$ cat config.mk
export PLATFORM = sky130hd
export DESIGN_NAME = mem_seq
export DESIGN_NICKNAME = d
export VERILOG_FILES = /design/src/rtl/mem_seq.sv
export SDC_FILE = /design/constraint.sdc
export NUM_CORES = 1
export LEC_CHECK = 0
export ABC_AREA = 0
export CORE_ASPECT_RATIO = 0.8
export CORE_UTILIZATION = 45
export CTS_CLUSTER_DIAMETER = 150
export DETAILED_ROUTE_END_ITERATION = 8
export PLACE_DENSITY = 0.67
export REMOVE_ABC_BUFFERS = 1
export SYNTH_ARGS = -nofsm -noshare
export SYNTH_HDL_FRONTEND = slang
export SYNTH_SLANG_ARGS = --single-unit
$ cat constraint.sdc
create_clock -name i_clock -period 1.9 [get_ports i_clock]
set_clock_uncertainty 0.05 [all_clocks]
set_input_delay 0.38 -clock i_clock [delete_from_list [all_inputs] [get_ports i_clock]]
set_output_delay 0.38 -clock i_clock [all_outputs]
set_load 0.1 [all_outputs]
$ cat src/rtl/mem_seq.sv
// -----------------------------------------------------------------------------
// mem_seq -- memory access sequencer for a simple CPU datapath.
//
// Takes one access request at a time from the control unit and walks it
// through address load, a memory wait phase, an optional data latch and a
// completion pulse. A wait phase that outlasts WAIT_MAX cycles is aborted and
// reported through timeout_err.
//
// Parameters
//   WAIT_MAX       maximum cycles spent in a wait state before timeout (1..255)
//
// Ports
//   i_clock        system clock, all state changes on the rising edge
//   i_reset        asynchronous active-high reset
//   i_req          access request, sampled only in IDLE
//   i_we           access direction (1 = write), sampled together with i_req
//   i_mem_ready    memory completion flag, sampled only in the wait states
//   o_busy         high in every state except IDLE
//   o_mari         MAR load strobe
//   o_mem_rd       memory read strobe
//   o_mem_wr       memory write strobe
//   o_mdri         MDR load-from-memory strobe
//   o_mdro         MDR drive-to-memory enable
//   o_done         one-cycle transaction-complete pulse
//   o_timeout_err  one-cycle pulse with o_done marking an aborted access
// -----------------------------------------------------------------------------
module mem_seq #(
  parameter int WAIT_MAX = 16
) (
  input  logic i_clock,
  input  logic i_reset,
  input  logic i_req,
  input  logic i_we,
  input  logic i_mem_ready,
  output logic o_busy,
  output logic o_mari,
  output logic o_mem_rd,
  output logic o_mem_wr,
  output logic o_mdri,
  output logic o_mdro,
  output logic o_done,
  output logic o_timeout_err
);

  typedef enum logic [2:0] {
    S_IDLE,
    S_ADDR,
    S_READ_WAIT,
    S_READ_LATCH,
    S_WRITE_WAIT,
    S_DONE,
    S_ERR
  } state_t;

  // Last counter value allowed in a wait state; the counter reads 0 on the
  // first wait cycle, so reaching this value means WAIT_MAX cycles were spent.
  localparam logic [7:0] C_WAIT_LAST = 8'(WAIT_MAX - 1);

  state_t      r_state;
  state_t      w_state_next;
  logic        r_we_q;
  logic [7:0]  r_wait_cnt;
  logic        w_wait_expired;
  logic        w_in_wait;

  assign w_wait_expired = (r_wait_cnt == C_WAIT_LAST);
  assign w_in_wait      = (r_state == S_READ_WAIT) || (r_state == S_WRITE_WAIT);

  // Next-state decode. mem_ready is tested before the timeout so that a
  // completion arriving on the last allowed wait cycle still succeeds.
  always_comb begin
    w_state_next = r_state;
    case (r_state)
      S_IDLE:       if (i_req) w_state_next = S_ADDR;
      S_ADDR:       w_state_next = r_we_q ? S_WRITE_WAIT : S_READ_WAIT;
      S_READ_WAIT: begin
        if (i_mem_ready)         w_state_next = S_READ_LATCH;
        else if (w_wait_expired) w_state_next = S_ERR;
      end
      S_READ_LATCH: w_state_next = S_DONE;
      S_WRITE_WAIT: begin
        if (i_mem_ready)         w_state_next = S_DONE;
        else if (w_wait_expired) w_state_next = S_ERR;
      end
      S_DONE:       w_state_next = S_IDLE;
      S_ERR:        w_state_next = S_IDLE;
      default:      w_state_next = S_IDLE;
    endcase
  end

  // State, captured direction, wait counter and registered Moore outputs.
  // Outputs are decoded from the next state so that, once registered, they
  // line up exactly with the state they belong to.
  always_ff @(posedge i_clock or posedge i_reset) begin
    if (i_reset) begin
      r_state       <= S_IDLE;
      r_we_q        <= 1'b0;
      r_wait_cnt    <= 8'd0;
      o_busy        <= 1'b0;
      o_mari        <= 1'b0;
      o_mem_rd      <= 1'b0;
      o_mem_wr      <= 1'b0;
      o_mdri        <= 1'b0;
      o_mdro        <= 1'b0;
      o_done        <= 1'b0;
      o_timeout_err <= 1'b0;
    end else begin
      r_state <= w_state_next;

      // Direction is latched only at acceptance; later changes on i_we are
      // ignored until the next access.
      if (r_state == S_IDLE && i_req)
        r_we_q <= i_we;

      // Wait states are only entered from ADDR, so clearing there is the
      // same as clearing on entry.
      if (r_state == S_ADDR)
        r_wait_cnt <= 8'd0;
      else if (w_in_wait)
        r_wait_cnt <= r_wait_cnt + 8'd1;

      o_busy        <= (w_state_next != S_IDLE);
      o_mari        <= (w_state_next == S_ADDR);
      o_mem_rd      <= (w_state_next == S_READ_WAIT);
      o_mem_wr      <= (w_state_next == S_WRITE_WAIT);
      o_mdro        <= (w_state_next == S_WRITE_WAIT);
      o_mdri        <= (w_state_next == S_READ_LATCH);
      o_done        <= (w_state_next == S_DONE) || (w_state_next == S_ERR);
      o_timeout_err <= (w_state_next == S_ERR);
    end
  end

endmodule

* Word level (Yosys, flattened, before mapping)
Cells that the tools add are included.
** Storage, ports and cells
- Register bits after elaboration :: 19
- Word-level logic and storage cells :: 36
** Cells by class
- Add/sub/neg operators :: 1
- Reductions and logical operators :: 6
- Equal/unequal tests :: 11
- Multiplexer cells :: 8
** Operator list (number)
- two-way mux 8 bit :: 2
- two-way mux 3 bit :: 5
- case mux 3 bit (5 select lines) :: 1
- == test 3 x 2 -> 1 bit, second input constant :: 4
- == test 3 bit, second input constant :: 4
- adder 8 x 1 -> 8 bit, second input constant :: 1
- == test 8 x 4 -> 1 bit, second input constant :: 1
- == test 3 x 1 -> 1 bit, second input constant :: 2
- zero test 3 bit :: 1
- nonzero test 3 bit :: 1
- logical OR 1 bit :: 2
- nonzero test 2 bit :: 1
- logical AND 1 bit :: 1

* Longest topological paths before layout
Gate-level depths: netlist (run 1).
- Depth in word-level cells :: 6
- Mapped depth :: 6

* Least setup slack after synthesis (run 1)
OpenSTA, ideal clock, no wires.
- Path type :: register -> output
- Start point :: reg, netlist name o_mdro
- End point :: out o_mem_wr
- Buffers on the path :: 1
- Required time :: 1.470 ns
- Arrival :: 1.324 ns
- Stages on the path, launching flop included :: 2
- Slack :: 0.146 ns
- Path through :: dfrtp_1 > buf_4
** RTL lines
- end, declared :: line 38 : output logic o_mem_wr,

* Worst setup path after layout (run 1)
- Start point :: in i_mem_ready
- End point :: reg o_done
** Between the ends
- Longest elaborated chain between the ends :: 4
** RTL lines
- start, declared :: line 34 : input logic i_mem_ready,
- two-way mux 3 bit (on tied branches) :: line 82, 77
- case mux 3 bit (5 select lines) (*) :: line 73 : case (r_state)
- == test 3 bit :: line 128 : o_done <= (w_state_next == S_DONE) || (w_state_next == S_ERR);
- logical OR 1 bit (*) :: line 128
- end signal, assigned :: line 128
- end, declared :: line 41 : output logic o_done,
Every way passes the cells marked *; elsewhere a longest branch is shown, timed or not.
A chain may end at the register's enable or synchronous reset.

==> qor.yml, run 1 <==
synth_area_in_simple_gates_pct: 22.4
grt_antenna_before_repair: 0
numCtsBuffers: 3
synth_top_family_by_area: "simple AND/OR/NAND/NOR gates"
worst_hold_slack_ns: 0.329
die_width_um: 53.7
die-area_mm2: 0.00233
share_of_final_layout_standard_cells_stronger_than_drive_strength_1_pct: 23.0
synth_enable_flop_cells: 0
fin_setup_tns_ns: 0
track_usage_pct: 20.4
power_report.internal_total_w: 0.00113
final_core_utilization_pct: 63.8
worstPathArrival_ns: 1.88
finalWirelength_um: 1910
achievable-frequency_mhz: 587
critPathCaptureType: "flop"
cp_slowest_cell: "or4b_4"
power.sequential.fraction_pct: 31.4
synthesis.area_per_instance_um2: 10.0
ys_seq_area_share_pct: 49.5
crit_path_max_incr_delay_ns: 0.50
comb_power_share_pct: 59.3
timing.critical_path.max_delay_family: "simple AND/OR/NAND/NOR gates"
path_cells: "clkdlybuf4s50_1 -> or4b_4 -> nor4_4 -> o21ai_2 -> o31ai_2"
crit-reg2reg-launch: "r_state[2]"
synth-xor-area-share_pct: 2.73
grt-ovfl-total: 0
wire_length_of_the_first_global_routing_pass_um: 3390
fin_nets: 120
drc_errors: 0
run_status: "completed"
ir_drop_uv: 1400
power_w: 0.00229
clk_pin_slew_worst_paths_ns: 0.11
final_hold_viol_count: 0
number_of_routed_nets_with_antenna_violations: 0
floorplan.io_pins: 13
floorplan.rows: 14
io_buffers: 12
hpwlAfterDp_um: 1410
clock_power_share_pct: 9.3
final_critical_path_time_including_i_o_delays_and_setup_ns: 1.70
count_of_synthesis_stage_warnings_from_yosys: 0
cp-start-kind: "primary input"
post_cts_hold_buffer_count: 0
via_count: 752
worst_skew_pair.late_latency_ns: 0.30
worst_ep_required_time_ns: 2.08
drt_first_pass_iters: 3
setup_viol_count_final: 0
critPathLaunch: "i_mem_ready"
maxCapViolCount: 0
yosys.area_share.adder_pct: 1.30
design.core.area_mm2: 0.00194
p_per_area_mw_per_mm2: 1840
tritoncts: "yes"
cts.path.max_buffers: 2
synth-compound-area-share_pct: 17.2
grt_max_degree: 20
ys_ff_latch: 19
floorplan.initialDensity_pct: 49.4
post_synth_instance_area_um2: 961
max_slew.worst_pin.slew_ns: 0.423
slew-limit-headroom_pct: 71.5
clockRootBuffer: "clkbuf_4"
maximum_fanout_along_the_worst_path: 4
cts_resized: 0
power.switching_fraction_pct: 50.6
switching_power_w: 0.00116
gp_routability_congestion: 0.867
synth.mux.area_fraction_pct: 2.21
drt_iter0_markers: 12
die-height_um: 43.3
synth-async-reset-ratio_pct: 100
antenna_cells: 0
most_used_dff_post_synth: "dfrtp_1"
cp_num_buf_inv: 1
number_of_unique_standard_cell_types_used_by_synthesis: 39
cts_post_setup_buffers_inserted: 0
netlist_instances: 96
cts_sinks: 19
area_added_between_synthesis_and_finish_pct: 29.2
first_global_vias: 750
cts_htree_levels: 1
maxSlewViolCount: 0
critical_path_class: "in2reg"
post_drt_via_cell_ratio: 5.49
timing.final.crit_share_pct: 89.6
leakage_nw: 0.527
avgRoutedWirePerCell_um: 14.0
hp-class: "in2async"
## metal layers
metal,global-route usage [%],share of wire (%),vias up
met4,4.74,0.63,0
met1,27.9,50,362
met2,29.9,44,12
met5,0,0,-
li1,-,-,376
met3,8.42,5.0,2
## cells by family after synthesis
| family | after synthesis |
|---|---|
| AND/OR/NAND/NOR | 35 |
| AO/OA/AOI/OAI | 26 |
| flip-flops | 19 |
| buffers and inverters | 10 |
| XOR/XNOR | 3 |
| multiplexers | 2 |
| adder cells (fa/ha/maj) | 1 |
## power by group through the flow
stage	Clock (W)	Sequential (W)	Combinational, W
global route	0.000235	0.000745	0.00144
finish	0.000212	0.000718	0.00135
detailed placement	0	0.000724	0.00136
floorplan	0	0.00114	0.000431
CTS	0.000219	0.000716	0.00136
global placement	0	0.000722	0.00133
## flip-flops by register name, summed over array words and instances (netlist names)
register and count:
r_wait_cnt 8, o_timeout_err 1, o_mdri 1, r_state 3, o_busy 1, r_we_q 1
o_done 1, o_mdro 1, o_mem_rd 1, o_mari 1
## worst min-delay path, cell delays in order
cell and delay [ns]:
clkdlybuf4s50_1 0.40, inv_1 0.05, buf_4 0.25
## Yosys cell counts (2+ instances only)
master | count | area, um^2
and3_1 | 2 | 12.5
xor2_1 | 2 | 17.5
nand2b_1 | 2 | 12.5
o21ai_2 | 2 | 17.5
nor3_1 | 6 | 30.0
inv_1 | 4 | 15.0
and2_1 | 2 | 12.5
dfrtp_1 | 19 | 475
nand3_1 | 2 | 10.0
o22ai_1 | 2 | 12.5
nand2_1 | 3 | 11.3
nor2b_1 | 3 | 18.8
o21ai_0 | 3 | 15.0
a21oi_1 | 11 | 55.1
or4_1 | 2 | 15.0
nor2_1 | 6 | 22.5
buf_2 | 3 | 15.0
## worst paths after layout
check                           endpoint  slack (ns)  cells past startpoint
setup reg to reg                o_mem_rd        0.20                      5
hold / removal             r_wait_cnt[3]        0.33                      3
setup / recovery                  o_done        0.20                      5
min in group i_clock              r_we_q        0.50                      1
hold reg to reg                   r_we_q        0.50                      1
max in group asynchronous     r_state[1]        1.26                      3
## area by class of cell
class | count | area (um^2)
fill | 179 | 703
inverter | 5 | 18.8
clock inverter | 1 | 7.51
tap | 24 | 30.0
clock buffer | 3 | 22.5
sequential | 19 | 477
multi-input combinational | 67 | 440
timing repair buffer | 18 | 245
## cells in the final DEF, fill, tap and decap left out, types with 2 or more instances in the layout
master	netlist	layout
nand3_1	2	2
clkbuf_4	0	3
xor2_1	2	2
clkdlybuf4s50_1	0	4
and2_1	2	2
buf_4	1	6
nor3_1	6	6
nand2b_1	2	2
buf_12	0	8
nor2_1	6	6
nand2_1	3	3
o22ai_1	2	2
inv_1	4	4
a21oi_1	11	11
or4_1	2	2
nor2b_1	3	3
and3_1	2	2
o21ai_0	3	3
o21ai_2	2	2
dfrtp_1	19	18
## per-stage QoR
step	cell area (um^2)	cells	worst slack [ns]
floorplan	935	91	-0.00871
global placement	1210	133	-0.0934
detailed placement	1210	133	-0.138
CTS	1240	137	0.163
global route	1240	137	-0.000446
finish	1240	137	0.197
(Power assumes the default switching activity.)
==> run 2: changes to the inputs <==
--- a/config.mk
+++ b/config.mk
@@ -12,6 +12,7 @@
 export DETAILED_ROUTE_END_ITERATION = 8
 export PLACE_DENSITY = 0.67
 export REMOVE_ABC_BUFFERS = 1
+export SETUP_SLACK_MARGIN = 0.2
 export SYNTH_ARGS = -nofsm -noshare
 export SYNTH_HDL_FRONTEND = slang
 export SYNTH_SLANG_ARGS = --single-unit
==> qor.yml, run 2 (synthesis gave the netlist of run 1 again) <==
reg_top3: "r_wait_cnt: 8 flops, r_state: 3 flops"
drt_iter0_markers: 12  # unchanged
hp-class: "in2async"
antenna_cells: 0  # unchanged
track_usage_pct: 20.4  # about the same
cts_htree_levels: 1  # unchanged
slew-limit-headroom_pct: 77.1  # +5.6 points
clockRootBuffer: "clkbuf_4"
maximum_fanout_along_the_worst_path: 4  # unchanged
grt-ovfl-total: 0  # unchanged
leakage_nw: 0.529  # +0.32%
grt_max_degree: 20  # unchanged
io_buffers: 12  # unchanged
wire_length_of_the_first_global_routing_pass_um: 3390  # unchanged
dpl_cell_area_mm2: 0.00121  # unchanged
floorplan.initialDensity_pct: 49.4  # unchanged
grt_antenna_before_repair: 0  # unchanged
maxSlewViolCount: 0  # unchanged
die-area_mm2: 0.00233  # unchanged
hpwlAfterDp_um: 1410  # unchanged
drt_first_pass_iters: 4  # +1
clk_pin_slew_worst_paths_ns: 0.11  # about the same
cts_sinks: 19  # unchanged
cts.path.max_buffers: 2  # unchanged
final_core_utilization_pct: 64.4  # +0.51 points
design.core.area_mm2: 0.00194  # unchanged
achievable-frequency_mhz: 589  # +0.34%
die_width_um: 53.7  # unchanged
fin_nets: 121  # +0.83%
layout.cells.most_common_list: "dfrtp_1 (16), a21oi_1 (11), buf_12 (8)"
cp-start-kind: "primary input"
grt_busiest_layer: "met2"
critical_path_class: "in2reg"
global_route.usage.met1_pct: 28.0  # +0.063 points
worst_skew_pair.late_latency_ns: 0.30  # about the same
post_drt_via_cell_ratio: 5.46  # -0.46%
layout_commonest_cell: "dfrtp_1"
ir_drop_uv: 1400  # +0.15%
final_hold_viol_count: 0  # unchanged
placed_cells: 133  # unchanged
worstPathArrival_ns: 1.87  # about the same
drc_errors: 0  # unchanged
tritoncts: "yes"
gp_routability_congestion: 0.867  # unchanged
first_global_vias: 750  # unchanged
critPathCaptureType: "flop"
final_critical_path_time_including_i_o_delays_and_setup_ns: 1.70  # -0.00576 ns
finalInstanceArea_mm2: 0.00125  # +0.81%
grt_util_met3_pct: 8.42  # unchanged
final_cells: 138  # +0.73%
number_of_routed_nets_with_antenna_violations: 0  # unchanged
run_status: "completed"
area_added_between_synthesis_and_finish_pct: 30.2
via_count: 754  # +0.27%
post_cts_hold_buffer_count: 0  # unchanged
fin_setup_tns_ns: 0  # unchanged
share_of_final_layout_standard_cells_stronger_than_drive_strength_1_pct: 25.4  # +2.4 points
worst_ep_required_time_ns: 2.07  # about the same
grt_setup_unrepaired: "yes"
numCtsBuffers: 3  # unchanged
floorplan.io_pins: 13  # unchanged
register_with_the_highest_flop_count: "r_wait_cnt"
maxCapViolCount: 0  # unchanged
grtUsageMet2_pct: 29.9  # unchanged
fillerInstances: 177  # -1.1%
timing.final.crit_share_pct: 89.3  # -0.30 points
max_slew.worst_pin.slew_ns: 0.343  # -0.0800 ns
finalWirelength_um: 1920  # +0.31%
avgRoutedWirePerCell_um: 13.9  # -0.41%
die-height_um: 43.3  # unchanged
p_per_area_mw_per_mm2: 1830  # -0.43%
power_w: 0.00229  # +0.38%
setup_viol_count_final: 0  # unchanged
largest_reg_flops: 8  # unchanged
floorplan.rows: 14  # unchanged
run 2: cell count changes in the layout (fill, tap and decap cells not counted):
cell,before,now
o21ai_1,0,1
dfrtp_2,1,3
dfrtp_1,18,16
o21ai_0,3,2
buf_4,6,7
run 2: timing repair:
action,in CTS,in global routing
cloned,0,0
pin swaps,1,1
endpoints found under the setup margin,4,12
hold endpoints to repair,0,0
buffers inserted,0,1
gates resized for setup,1,3
run 2: final timing paths:
check,start,cells past startpoint,slack [ns],to
setup / recovery,i_mem_ready,5,0.20,o_done
hold / removal,i_reset,3,0.33,r_wait_cnt[3]
setup reg to reg,r_wait_cnt[6],4,0.23,o_done
hold reg to reg,r_we_q,1,0.50,r_we_q
max in group asynchronous,i_reset,3,1.26,r_state[2]
min in group i_clock,r_we_q,1,0.50,r_we_q
run 2: per-layer routing:
metal / vias to the layer above / wire length, um
li1: 379 / -
met1: 361 / 958
met2: 12 / 852
met3: 2 / 95
met4: 0 / 12
met5: - / 0
run 2: per-stage QoR:
step | setup WS [ns] | hold slack (ns)
final | 0.203 | 0.329
after global routing | 0.123 | 0.359
after CTS | 0.182 | 0.334
after detailed placement | -0.138 | 0.475
after global placement | -0.0934 | 0.477
after floorplan | -0.00871 | 0.281
run 2: power breakdown:
part           switching (W)  leakage [nW]  total [W]  internal (W)
Clock               0.000130        0.0139   0.000211     0.0000802
Combinational       0.000838         0.268    0.00136      0.000522
Sequential          0.000188         0.246   0.000722      0.000534
Total                0.00116         0.529    0.00229       0.00114
run 2: layout make-up:
cell class	instances	area [um^2]	share of cell area, %
multi-input cells	67	440	35.2
clock inverters	1	7.51	0.600
inverters	5	18.8	1.50
repair buffers	19	253	20.2
clock buffers	3	22.5	1.80
well taps	24	30.0	2.40
flip-flops and latches	19	479	38.3
run 2: critical path, stage by stage:
cell,delay [ns]
clkdlybuf4s50_1,0.43
or4b_4,0.50
nor4_4,0.18
a21oi_1,0.18
o31ai_2,0.20
